<file path="src/rtl/swim_entry_sequencer_pkg.sv">
// Shared types, widths and default timings for the STM8 SWIM entry sequencer.
// The per-state output decode lives here so the sequencer and anything that
// inspects its state agree on which pads each state drives.
package swim_pkg;

    localparam int TIMER_W   = 20;
    localparam int PULSE_W   = 3;
    localparam int ATTEMPT_W = 3;
    localparam int WIDTH_W   = 20;

    localparam int DEF_T_RST     = 1600;
    localparam int DEF_T_INIT    = 400;
    localparam int DEF_HALF_1K   = 12000;
    localparam int DEF_HALF_2K   = 6000;
    localparam int DEF_N_PULSE   = 4;
    localparam int DEF_SYNC_TOUT = 4000;
    localparam int DEF_SYNC_MIN  = 300;
    localparam int DEF_SYNC_MAX  = 500;
    localparam int DEF_RETRY_GAP = 2000;
    localparam int DEF_MAX_RETRY = 2;

    typedef enum logic [3:0] {
        ST_IDLE  = 4'd0,
        ST_RST   = 4'd1,
        ST_INIT  = 4'd2,
        ST_P1L   = 4'd3,
        ST_P1H   = 4'd4,
        ST_P2L   = 4'd5,
        ST_P2H   = 4'd6,
        ST_WSYNC = 4'd7,
        ST_MSYNC = 4'd8,
        ST_GAP   = 4'd9,
        ST_READY = 4'd10,
        ST_FAIL  = 4'd11
    } state_t;

    // States that pull the SWIM pad low.
    function automatic logic swim_low_of(input state_t s);
        case (s)
            ST_INIT, ST_P1L, ST_P2L: swim_low_of = 1'b1;
            default:                 swim_low_of = 1'b0;
        endcase
    endfunction

    // Target reset is held from the first reset phase until READY is released.
    function automatic logic rst_line_of(input state_t s);
        case (s)
            ST_IDLE, ST_FAIL: rst_line_of = 1'b0;
            default:          rst_line_of = 1'b1;
        endcase
    endfunction

    function automatic logic busy_of(input state_t s);
        case (s)
            ST_IDLE, ST_READY, ST_FAIL: busy_of = 1'b0;
            default:                    busy_of = 1'b1;
        endcase
    endfunction

    // States whose duration (or timeout) is governed by the shared timer.
    function automatic logic timed_of(input state_t s);
        case (s)
            ST_RST, ST_INIT, ST_P1L, ST_P1H, ST_P2L, ST_P2H, ST_WSYNC, ST_GAP:
                     timed_of = 1'b1;
            default: timed_of = 1'b0;
        endcase
    endfunction

endpackage

</file>
<file path="src/rtl/swim_entry_sequencer_if.sv">
// Host/pad bundle of the SWIM entry sequencer. The master side is the host
// command logic plus the pad sampler; the slave side is the sequencer.
interface swim_entry_sequencer_if;

    logic                           start;
    logic                           abort;
    logic                           release_req;
    logic                           swim_in;
    logic                           swim_low;
    logic                           rst_line;
    logic                           busy;
    logic                           done;
    logic                           fail;
    logic [swim_pkg::ATTEMPT_W-1:0] attempt;

    modport master (
        output start, abort, release_req, swim_in,
        input  swim_low, rst_line, busy, done, fail, attempt
    );

    modport slave (
        input  start, abort, release_req, swim_in,
        output swim_low, rst_line, busy, done, fail, attempt
    );

endinterface

</file>
<file path="src/rtl/swim_timer.sv">
// Shared down-counter for every timed sequencer state. After a load of N the
// expired pulse is seen on the N-th following clock edge, so a state that
// reloads on entry and leaves on expired lasts exactly N cycles.
module swim_timer
    import swim_pkg::*;
(
    input  logic               clk,
    input  logic               reset,
    input  logic               load,
    input  logic               clear,
    input  logic [TIMER_W-1:0] value,
    output logic               expired
);

    logic [TIMER_W-1:0] count_reg;

    // Clear dominates load; count stops at zero so expired fires once.
    always_ff @(posedge clk) begin
        if (reset || clear) begin
            count_reg <= '0;
        end else if (load) begin
            count_reg <= value;
        end else if (count_reg != '0) begin
            count_reg <= count_reg - TIMER_W'(1);
        end
    end

    assign expired = (count_reg == TIMER_W'(1));

endmodule

</file>
<file path="src/rtl/swim_entry_sequencer.sv">
// STM8 SWIM entry sequencer: holds target reset, drives the 4 x 1 kHz and
// 4 x 2 kHz low-pulse train on SWIM, then measures the target's sync pulse.
// Failed attempts retry after a released-SWIM gap with reset still held.
// All outputs are registered from the next state, so they change on the same
// edge that enters a state.
module swim_entry_sequencer
    import swim_pkg::*;
#(
    parameter int T_RST     = DEF_T_RST,
    parameter int T_INIT    = DEF_T_INIT,
    parameter int HALF_1K   = DEF_HALF_1K,
    parameter int HALF_2K   = DEF_HALF_2K,
    parameter int N_PULSE   = DEF_N_PULSE,
    parameter int SYNC_TOUT = DEF_SYNC_TOUT,
    parameter int SYNC_MIN  = DEF_SYNC_MIN,
    parameter int SYNC_MAX  = DEF_SYNC_MAX,
    parameter int RETRY_GAP = DEF_RETRY_GAP,
    parameter int MAX_RETRY = DEF_MAX_RETRY
)(
    input  logic                  clk,
    input  logic                  reset,
    swim_entry_sequencer_if.slave bus
);

    localparam logic [TIMER_W-1:0]   LD_RST     = TIMER_W'(T_RST);
    localparam logic [TIMER_W-1:0]   LD_INIT    = TIMER_W'(T_INIT);
    localparam logic [TIMER_W-1:0]   LD_1K      = TIMER_W'(HALF_1K);
    localparam logic [TIMER_W-1:0]   LD_2K      = TIMER_W'(HALF_2K);
    localparam logic [TIMER_W-1:0]   LD_TOUT    = TIMER_W'(SYNC_TOUT);
    localparam logic [TIMER_W-1:0]   LD_GAP     = TIMER_W'(RETRY_GAP);
    localparam logic [WIDTH_W-1:0]   WIDTH_MIN  = WIDTH_W'(SYNC_MIN);
    localparam logic [WIDTH_W-1:0]   WIDTH_MAX  = WIDTH_W'(SYNC_MAX);
    localparam logic [PULSE_W-1:0]   LAST_PULSE = PULSE_W'(N_PULSE - 1);
    localparam logic [ATTEMPT_W-1:0] RETRY_LIM  = ATTEMPT_W'(MAX_RETRY);

    state_t               state_reg, state_next;
    logic [PULSE_W-1:0]   pulse_reg, pulse_next;
    logic [ATTEMPT_W-1:0] attempt_reg, attempt_next;
    logic [WIDTH_W-1:0]   width_reg, width_next;
    logic                 retry;

    logic                 swim_low_reg, rst_line_reg, busy_reg, done_reg, fail_reg;

    logic                 tmr_load, tmr_clear, tmr_expired;
    logic [TIMER_W-1:0]   tmr_value;

    swim_timer u_timer (
        .clk     (clk),
        .reset   (reset),
        .load    (tmr_load),
        .clear   (tmr_clear),
        .value   (tmr_value),
        .expired (tmr_expired)
    );

    // Next-state logic for the sequencer and its pulse/attempt/width counters.
    always_comb begin
        state_next   = state_reg;
        pulse_next   = pulse_reg;
        attempt_next = attempt_reg;
        width_next   = width_reg;
        retry        = 1'b0;

        case (state_reg)
            ST_IDLE, ST_READY, ST_FAIL: begin
                if (bus.start) begin
                    state_next   = ST_RST;
                    attempt_next = '0;
                end else if (state_reg == ST_READY && bus.release_req) begin
                    state_next = ST_IDLE;
                end
            end
            ST_RST:  if (tmr_expired) state_next = ST_INIT;
            ST_INIT: begin
                if (tmr_expired) begin
                    state_next = ST_P1L;
                    pulse_next = '0;
                end
            end
            ST_P1L:  if (tmr_expired) state_next = ST_P1H;
            ST_P1H: begin
                if (tmr_expired) begin
                    if (pulse_reg == LAST_PULSE) begin
                        state_next = ST_P2L;
                        pulse_next = '0;
                    end else begin
                        state_next = ST_P1L;
                        pulse_next = pulse_reg + PULSE_W'(1);
                    end
                end
            end
            ST_P2L:  if (tmr_expired) state_next = ST_P2H;
            ST_P2H: begin
                if (tmr_expired) begin
                    if (pulse_reg == LAST_PULSE) begin
                        state_next = ST_WSYNC;
                        pulse_next = '0;
                    end else begin
                        state_next = ST_P2L;
                        pulse_next = pulse_reg + PULSE_W'(1);
                    end
                end
            end
            ST_WSYNC: begin
                // The falling edge itself is the first counted low cycle.
                if (!bus.swim_in) begin
                    state_next = ST_MSYNC;
                    width_next = WIDTH_W'(1);
                end else if (tmr_expired) begin
                    retry = 1'b1;
                end
            end
            ST_MSYNC: begin
                if (!bus.swim_in) begin
                    // This cycle would make the pulse too wide: give up now.
                    if (width_reg >= WIDTH_MAX) begin
                        retry = 1'b1;
                    end else if (width_reg != '1) begin
                        width_next = width_reg + WIDTH_W'(1);
                    end
                end else if (width_reg >= WIDTH_MIN && width_reg <= WIDTH_MAX) begin
                    state_next = ST_READY;
                end else begin
                    retry = 1'b1;
                end
            end
            ST_GAP:  if (tmr_expired) state_next = ST_INIT;
            default: state_next = ST_IDLE;
        endcase

        if (retry) begin
            if (attempt_reg < RETRY_LIM) begin
                state_next   = ST_GAP;
                attempt_next = attempt_reg + ATTEMPT_W'(1);
            end else begin
                state_next = ST_FAIL;
            end
        end

        if (bus.abort) begin
            state_next   = ST_IDLE;
            pulse_next   = '0;
            attempt_next = '0;
            width_next   = '0;
        end
    end

    // Timer is reloaded on entry to any timed state and held clear elsewhere.
    always_comb begin
        tmr_clear = !timed_of(state_next);
        tmr_load  = timed_of(state_next) && (state_next != state_reg);
        case (state_next)
            ST_RST:          tmr_value = LD_RST;
            ST_INIT:         tmr_value = LD_INIT;
            ST_P1L, ST_P1H:  tmr_value = LD_1K;
            ST_P2L, ST_P2H:  tmr_value = LD_2K;
            ST_WSYNC:        tmr_value = LD_TOUT;
            ST_GAP:          tmr_value = LD_GAP;
            default:         tmr_value = '0;
        endcase
    end

    // State, counters and the output registers decoded from the next state.
    always_ff @(posedge clk) begin
        if (reset) begin
            state_reg    <= ST_IDLE;
            pulse_reg    <= '0;
            attempt_reg  <= '0;
            width_reg    <= '0;
            swim_low_reg <= 1'b0;
            rst_line_reg <= 1'b0;
            busy_reg     <= 1'b0;
            done_reg     <= 1'b0;
            fail_reg     <= 1'b0;
        end else begin
            state_reg    <= state_next;
            pulse_reg    <= pulse_next;
            attempt_reg  <= attempt_next;
            width_reg    <= width_next;
            swim_low_reg <= swim_low_of(state_next);
            rst_line_reg <= rst_line_of(state_next);
            busy_reg     <= busy_of(state_next);
            done_reg     <= (state_next == ST_READY);
            fail_reg     <= (state_next == ST_FAIL);
        end
    end

    assign bus.swim_low = swim_low_reg;
    assign bus.rst_line = rst_line_reg;
    assign bus.busy     = busy_reg;
    assign bus.done     = done_reg;
    assign bus.fail     = fail_reg;
    assign bus.attempt  = attempt_reg;

endmodule
</file>
<file path="src/flat_wrapper.sv">
// flat-port wrapper written by rule: the top's interface ports become plain ports
module swim_entry_sequencer_flat import swim_pkg::*;
#(
    parameter int T_RST     = DEF_T_RST,
    parameter int T_INIT    = DEF_T_INIT,
    parameter int HALF_1K   = DEF_HALF_1K,
    parameter int HALF_2K   = DEF_HALF_2K,
    parameter int N_PULSE   = DEF_N_PULSE,
    parameter int SYNC_TOUT = DEF_SYNC_TOUT,
    parameter int SYNC_MIN  = DEF_SYNC_MIN,
    parameter int SYNC_MAX  = DEF_SYNC_MAX,
    parameter int RETRY_GAP = DEF_RETRY_GAP,
    parameter int MAX_RETRY = DEF_MAX_RETRY
)
  (clk, reset, bus_start, bus_abort, bus_release_req, bus_swim_in, bus_swim_low, bus_rst_line, bus_busy, bus_done, bus_fail, bus_attempt);
  swim_entry_sequencer_if bus_i ();
  input  logic clk;
  input  logic reset;
  input wire logic [$bits(bus_i.start)-1:0] bus_start;
  input wire logic [$bits(bus_i.abort)-1:0] bus_abort;
  input wire logic [$bits(bus_i.release_req)-1:0] bus_release_req;
  input wire logic [$bits(bus_i.swim_in)-1:0] bus_swim_in;
  output wire logic [$bits(bus_i.swim_low)-1:0] bus_swim_low;
  output wire logic [$bits(bus_i.rst_line)-1:0] bus_rst_line;
  output wire logic [$bits(bus_i.busy)-1:0] bus_busy;
  output wire logic [$bits(bus_i.done)-1:0] bus_done;
  output wire logic [$bits(bus_i.fail)-1:0] bus_fail;
  output wire logic [$bits(bus_i.attempt)-1:0] bus_attempt;
  assign bus_i.start = bus_start;
  assign bus_i.abort = bus_abort;
  assign bus_i.release_req = bus_release_req;
  assign bus_i.swim_in = bus_swim_in;
  assign bus_swim_low = bus_i.swim_low;
  assign bus_rst_line = bus_i.rst_line;
  assign bus_busy = bus_i.busy;
  assign bus_done = bus_i.done;
  assign bus_fail = bus_i.fail;
  assign bus_attempt = bus_i.attempt;
  swim_entry_sequencer #(.T_RST(T_RST), .T_INIT(T_INIT), .HALF_1K(HALF_1K), .HALF_2K(HALF_2K), .N_PULSE(N_PULSE), .SYNC_TOUT(SYNC_TOUT), .SYNC_MIN(SYNC_MIN), .SYNC_MAX(SYNC_MAX), .RETRY_GAP(RETRY_GAP), .MAX_RETRY(MAX_RETRY)) u_core (.clk(clk), .reset(reset), .bus(bus_i));
endmodule
</file>
<file path="config.mk">
export PLATFORM = sky130hd
export DESIGN_NAME = swim_entry_sequencer_flat
export DESIGN_NICKNAME = d
export VERILOG_FILES = /design/src/rtl/swim_entry_sequencer_pkg.sv /design/src/rtl/swim_entry_sequencer_if.sv /design/src/rtl/swim_timer.sv /design/src/rtl/swim_entry_sequencer.sv /design/src/flat_wrapper.sv
export SDC_FILE = /design/constraint.sdc
export NUM_CORES = 1
export LEC_CHECK = 0
export ABC_AREA = 1
export CAP_MARGIN = 10
export CORE_ASPECT_RATIO = 0.6
export CORE_MARGIN = 8
export CORE_UTILIZATION = 52
export DETAILED_ROUTE_END_ITERATION = 12
export PLACE_DENSITY = 0.79
export REMOVE_ABC_BUFFERS = 1
export SLEW_MARGIN = 20
export SYNTH_ARGS = -nofsm -noshare
export SYNTH_HDL_FRONTEND = slang
export SYNTH_SLANG_ARGS = --single-unit
export TNS_END_PERCENT = 10
</file>
<file path="constraint.sdc">
create_clock -name clk -period 2.6 [get_ports clk]
set_input_delay 0.65 -clock clk [delete_from_list [all_inputs] [get_ports clk]]
set_output_delay 0.65 -clock clk [all_outputs]
set_load 0.005 [all_outputs]
</file>
* Yosys cells after proc, flatten, opt, wreduce, memory -nomap -nowiden *
Memory sizes are Yosys's and may differ from the RTL's.
Cells that the tools add are included.

storage, ports and cells
  register bits = 55
  latch bits = 0
  RAM bits = 0
  bits in read-only memories = 192
  input bits = 6
  output and inout bits = 8
  logic and storage cells = 108
  memories kept = 3

operators by class
  $add $sub $neg = 4
  multiply operators = 0
  divide/modulo/power cells = 0
  magnitude comparators = 4
  equality and inequality tests = 26
  shift operators = 0
  multiplexer cells = 41
  bitwise logic cells = 0
  reductions and logical operators = 20

memories
  name              words  bits a word  rd ports  clocked after Yosys merged registers in  wr ports  line                            source
  (name not given)  16     10           1         0                                        0         swim_entry_sequencer.sv:152     case (state_next)
  (name not given)  16     1            1         0                                        0         swim_entry_sequencer_pkg.sv:62  case (s)
  (name not given)  16     1            1         0                                        0         swim_entry_sequencer_pkg.sv:62

operator list
  operator               number
  $mux 20                6
  $mux 4                 13
  $ge 20x9->1 const B    2
  $pmux 20 s2            1
  $pmux 4 s9             1
  $eq 4x4->1 const B     6
  $mux 3                 8
  $add 20x1->20 const B  1
  $eq 20x1->1 const B    1
  $eq 4x3->1 const B     5
  $le 20x9->1 const B    1
  $ne 20x20->1 const B   1
  $reduce_bool 20->1     1
  $sub 20x1->20 const B  1
  $eq 4x2->1 const B     4
  $reduce_or 3->1        3
  $logic_not 4->1        2
  $mux 1                 8
  $reduce_or 2->1        4
  $add 3x1->3 const B    2
  $ne 2x1->1 const B     3
  $ne 2x2->1 const B     3
  $pmux 3 s2             1
  $reduce_bool 2->1      3
  other kinds (11)       14

* Depth between registers and ports, before layout *
  word-level depth = 10
  mapped depth = 22

* Modules after synthesis *
A second synthesis with hierarchy kept.

second synthesis, totals
  cell total of the unflattened synthesis = 546
  area, all modules = 3493.4 µm²

modules (own cells, without submodules)
  module                times used  cells each  area an instance (µm²)
  swim_entry_sequencer  1           310         2040.7
  swim_timer            1           236         1452.6

* Worst setup path before layout *
OpenSTA, ideal clock, no wires.

  path kind = input-to-reg
  from = input bus_swim_in
  to = register u_core.u_timer.count_reg[1]
  library setup time = 0.073 ns
  data arrival time = 2.379 ns
  data required time = 2.527 ns
  slack = 0.148 ns
  stages = 16
  path buffers = 0
  cells stage by stage = inv_1 > nand3_2 > nand2_1 > inv_1 > nand2_2 > nand2_4 > a21oi_2 > nand2_4 > ha_1 > inv_1 > nor2_1 > o21ai_4 > inv_2 > nor2_4 > nand3_4 > nor3b_2

between the ends
  longest elaborated chain between the ends = 7
  elaborated cells between the ends (all ways) = 16

RTL lines
  item                                                  line                                                      source
  start: declaration                                    flat_wrapper.sv:22                                        input wire logic [$bits(bus_i.swim_in)-1:0] bus_swim_in;
  $mux 4 (tied with other cells)                        swim_entry_sequencer.sv:114                               if (!bus.swim_in) begin
  $pmux 4 s9 or $pmux 1 s2 (tied branches)              swim_entry_sequencer.sv:64                                case (state_reg)
  $mux 4 *                                              swim_entry_sequencer.sv:131                               if (retry) begin
  $mux 4 *                                              swim_entry_sequencer.sv:140                               if (bus.abort) begin
  $mem_v2 16x1 or $ne 4x4->1 (tied branches)            -
  $logic_and 1x1->1 or $logic_not 1->1 (tied branches)  swim_entry_sequencer.sv:151, swim_entry_sequencer.sv:150
  $mux 20 (tied with other cells)                       swim_timer.sv:21                                          end else if (load) begin
  end signal: assignment                                swim_timer.sv:22                                          count_reg <= value;
  end signal: assignment                                swim_timer.sv:24                                          count_reg <= count_reg - TIMER_W'(1);
  end: declaration                                      swim_timer.sv:15                                          logic [TIMER_W-1:0] count_reg;

Every way passes the cells marked *; elsewhere a longest branch is shown, timed or not.
A chain may end at the register's enable or synchronous reset.

* Worst setup path after layout *
  from = register u_core.width_reg[12]
  to = register u_core.u_timer.count_reg[1]

between the ends
  longest elaborated chain between the ends = 10
  elaborated cells between the ends (all ways) = 21

RTL lines
  item                                                  line                                                      source
  start: declaration                                    swim_entry_sequencer.sv:39                                logic [WIDTH_W-1:0] width_reg, width_next;
  start signal: assignment                              swim_entry_sequencer.sv:179                               width_reg <= width_next;
  $ge 20x9->1 or $le 20x9->1 (tied branches)            swim_entry_sequencer.sv:121                               end else if (width_reg >= WIDTH_MIN && width_reg <= WIDTH_MAX) begin
  $logic_and 1x1->1                                     swim_entry_sequencer.sv:121
  $mux 4 or $mux 1 (tied branches)                      swim_entry_sequencer.sv:121
  $mux 4 or $mux 1 (tied branches)                      swim_entry_sequencer.sv:114
  $pmux 4 s9 or $pmux 1 s2 (tied branches)              swim_entry_sequencer.sv:64
  $mux 4 *                                              swim_entry_sequencer.sv:131
  $mux 4 *                                              swim_entry_sequencer.sv:140
  $mem_v2 16x1 or $ne 4x4->1 (tied branches)            -
  $logic_and 1x1->1 or $logic_not 1->1 (tied branches)  swim_entry_sequencer.sv:151, swim_entry_sequencer.sv:150
  $mux 20 (tied with other cells)                       swim_timer.sv:21

Marked as above.

==> impl_results.md <==
- Seq/Total Area, Yosys: between 30% and 40%
- P_int: about 2.8 mW
- Core Box Area: between 6000 and 7000 um2
- Share of layout cells above drive strength 1: a little under a third
- Slew @ Worst Pin: ~550 ps
- Critical path buffers and inverters: 3
- Die Area: 9530 um2
- CTS Buf Count: 5
- Switch Pwr: a little over 3 mW
- FF+latch count, synth: between 50 and 60
- Async S/R FF share, synth: 0%
- Count of pins over their slew limit: 0
- Global route overflow: 0
- Drt pass-1 iters: 6
- Top post-synthesis cells by area: dfxtp_1 (32%), nand2_1 (11%), nor2_1 (9.9%)
- Mapped Cells: 508
- Max Fanout on Critical Path: 6
- Crit share post-route: 102%
- Synth top cells by count: nand2_1 (98), nor2_1 (90), inv_1 (63)
- R2R depth: 20
- Final Hold Viols: 0
- Largest net degree at the start of global routing: 21
- Clk pwr share: 8.9%
- Max-cap viol count: 0
- Comb pwr share: 71.3%
- Slowest Stage Delay on Critical Path: 340 ps
- Crit path cell chain: nor2_1, nand2_1, inv_1, nand2_2, nor2_4, nand2_1, nand2_1, nand3_2, nand2_2, nand2_4, a21oi_4, nand2_4, ha_2, inv_2, nor2_4, o21ai_4, inv_2, nor2_4, nand3_4, nor3b_2
- Area Overhead vs Synth: 28.3%
- Post-DRT Antenna Nets: 0
- Failing checks: setup timing
- Mean Syn Cell Area: 6.74 um2
- Yosys warns: 0
- Largest area contributor in the netlist: dfxtp_1
- Cell area after synthesis: about 3400 um2
- WL final: about 9.4 mm
- Final GP Congestion: around 0.97
- Status: finished, violations left
- Initial antenna violation count: 0
- Pwr Total: around 5.9 mW
- Die Ht: roughly 80 um
- Antenna cells: 0
- Worst reg2reg endpoint: u_core.u_timer.count_reg[1]$_SDFFE_PP0P_
- EDFF count, synth: 0
- Worst r2r src: u_core.width_reg[12]$_SDFFE_PP0P_
- Row count: 23
- Via count: roughly 3600
- Worst skew pair latency: between 300 and 400 ps
- Residual DRC: 0
- Leak pwr: about 2.1 nW
- CTS Buffer Depth: 2
- Worst slew margin: 63.4%
- Starting Density: between 50 and 60%
- Register area: approximately 1100 um2
- RSZ-0062 raised after global routing: yes
- Sequential share of power: 19.8%
- Clock Skew: between 7 and 8 ps
- Fmax: between 0.3 and 0.4 GHz
- CP top delay family: simple AND/OR/NAND/NOR gates
- R2r setup slk: -60 ps
- Die width: ~120 um
- GRT Total Usage: 18.8%
- CP max-delay cell: dfxtp_2
- # nets final: 603
- Critical path data arrival time: approximately 2900 ps
- Final min period: roughly 2700 ps
- Most common cell in the netlist: nand2_1
- First DRT Iteration DRCs: between 300 and 400
- Max VDD drop: 1.07 mV
- Crit. End Element: flop
- H-tree depth: 2
- Hold path start: u_core.width_reg[12]$_SDFFE_PP0P_
- CTS tree: done
- Clock Sinks: 55
- Predominant post-synthesis flop cell: dfxtp_1
- Crit start category: flop
- Post-synth top area share: approximately a third
- Worst Path Required: around 2900 ps
- Via/cell ratio: between 5 and 6
- # setup viols final: 15
- Drt wl/cell: roughly 14 um
- Hold Crit Class: flop to flop
- PD cells: around 1300 nW/um2
- Multi-input gate area: about 2200 um2
- Switching share of power: a little over half
- First-pass GRT wire length: roughly 15 mm
- PortBufs: 13
- Clock transition at the registers of the reported paths: 110 ps
- Setup WS post-layout: -59.2 ps
- Synth cell types: 39
- Worst Hold Path Cells: 2
- I/O Pins: 14
- Number of global-route vias before repair: approximately 3200
- Dpl ws: -401 ps
- Detailed placement HPWL: between 6 and 7 mm
- Hold EP: u_core.width_reg[12]$_SDFFE_PP0P_
- WS Path Type: flop to flop
- CTS root buf: clkbuf_8
- # fillers: just over 500
## kinds of logic after synthesis
family / after synthesis / share of synthesized area (%)
xor+xnor: 14 / 3.58
buf+inv: 76 / 8.62
compound gates: 50 / 8.55
fa+ha+maj: 11 / 4.02
flops: 55 / 32.1
simple gates: 302 / 43.1
## worst register-to-register path: stages, from the launching register on
cell and delay, ps:
dfxtp_2 340, nor2_1 110, nand2_1 110, inv_1 90, nand2_2 70, nor2_4 120
nand2_1 60, nand2_1 80, nand3_2 90, nand2_2 120, nand2_4 80, a21oi_4 160
nand2_4 90, ha_2 180, inv_2 80, nor2_4 40, o21ai_4 230, inv_2 90
nor2_4 170, nand3_4 140, nor3b_2 160
## cell usage in the layout, fill, tap and decap left out, drive strengths merged, types with 3 or more instances in the layout
cell / instances
ha: 11
xnor2: 6
nor3: 14
nand3: 52
clkbuf: 5
buf: 61
inv: 74
nand3b: 3
o21ai: 18
xor2: 8
dfxtp: 55
clkdlybuf4s50: 12
o211ai: 3
nand4: 8
nand2: 115
a21oi: 23
nor2: 108
## per-layer routing
layer  track usage, %  vias up  part of all wire [%]
met1             26.6     1637                    49
met4             4.09        0                  0.85
met5                0        -                     0
li1                 -     1776                     -
met3             4.46       12                   8.3
met2             28.4      140                    42
## power groups by stage
stage	registers (mW)	clock network, mW	logic, mW
global placement	1.14	0	3.63
global route	1.19	0.568	4.64
floorplan	1.11	0	2.87
finish	1.17	0.526	4.23
detailed placement	1.15	0	3.73
CTS	1.15	0.542	3.85
## final cells by class
class | count | share of cell area, %
Tap cell | 87 | 2.48
Clock inverter | 3 | 0.655
Multi-Input combinational cell | 378 | 49.8
Inverter | 72 | 6.23
Timing Repair Buffer | 74 | 13.7
Sequential cell | 55 | 25.5
Clock buffer | 5 | 1.57
## timing repair
action                                  CTS  global route
pin swaps                                13            14
buffers inserted                          9             5
resized for setup                        32            38
hold buffers                              0             0
gates cloned                              0             1
endpoints found under the setup margin   20            21
## metrics by stage
step                hold WS [ps]  TNS (ps)  std cells  util, %  cell area [um2]
floorplan                    419         0        504        -             3400
global placement             425     -5580        651     61.3             4010
detailed placement           431     -7640        651     61.3             4010
CTS                          451         0        668     65.0             4250
global route                 459     -3630        674     67.3             4400
finish                       444      -191        674     67.3             4400
## how the worst max path moves through the flow
| stage | from | end | cells past startpoint |
|---|---|---|---|
| finish | u_core.width_reg[12]$_SDFFE_PP0P_ | u_core.u_timer.count_reg[1]$_SDFFE_PP0P_ | 20 |
| global route | u_core.width_reg[12]$_SDFFE_PP0P_ | u_core.u_timer.count_reg[14]$_SDFFE_PP0P_ | 20 |
| CTS | u_core.width_reg[12]$_SDFFE_PP0P_ | u_core.u_timer.count_reg[1]$_SDFFE_PP0P_ | 20 |
| detailed placement | bus_swim_in | u_core.u_timer.count_reg[7]$_SDFFE_PP0P_ | 17 |
| global placement | bus_start | u_core.u_timer.count_reg[8]$_SDFFE_PP0P_ | 16 |
| floorplan | bus_swim_in | u_core.u_timer.count_reg[1]$_SDFFE_PP0P_ | 16 |
Power figures use the tool's default switching activity.
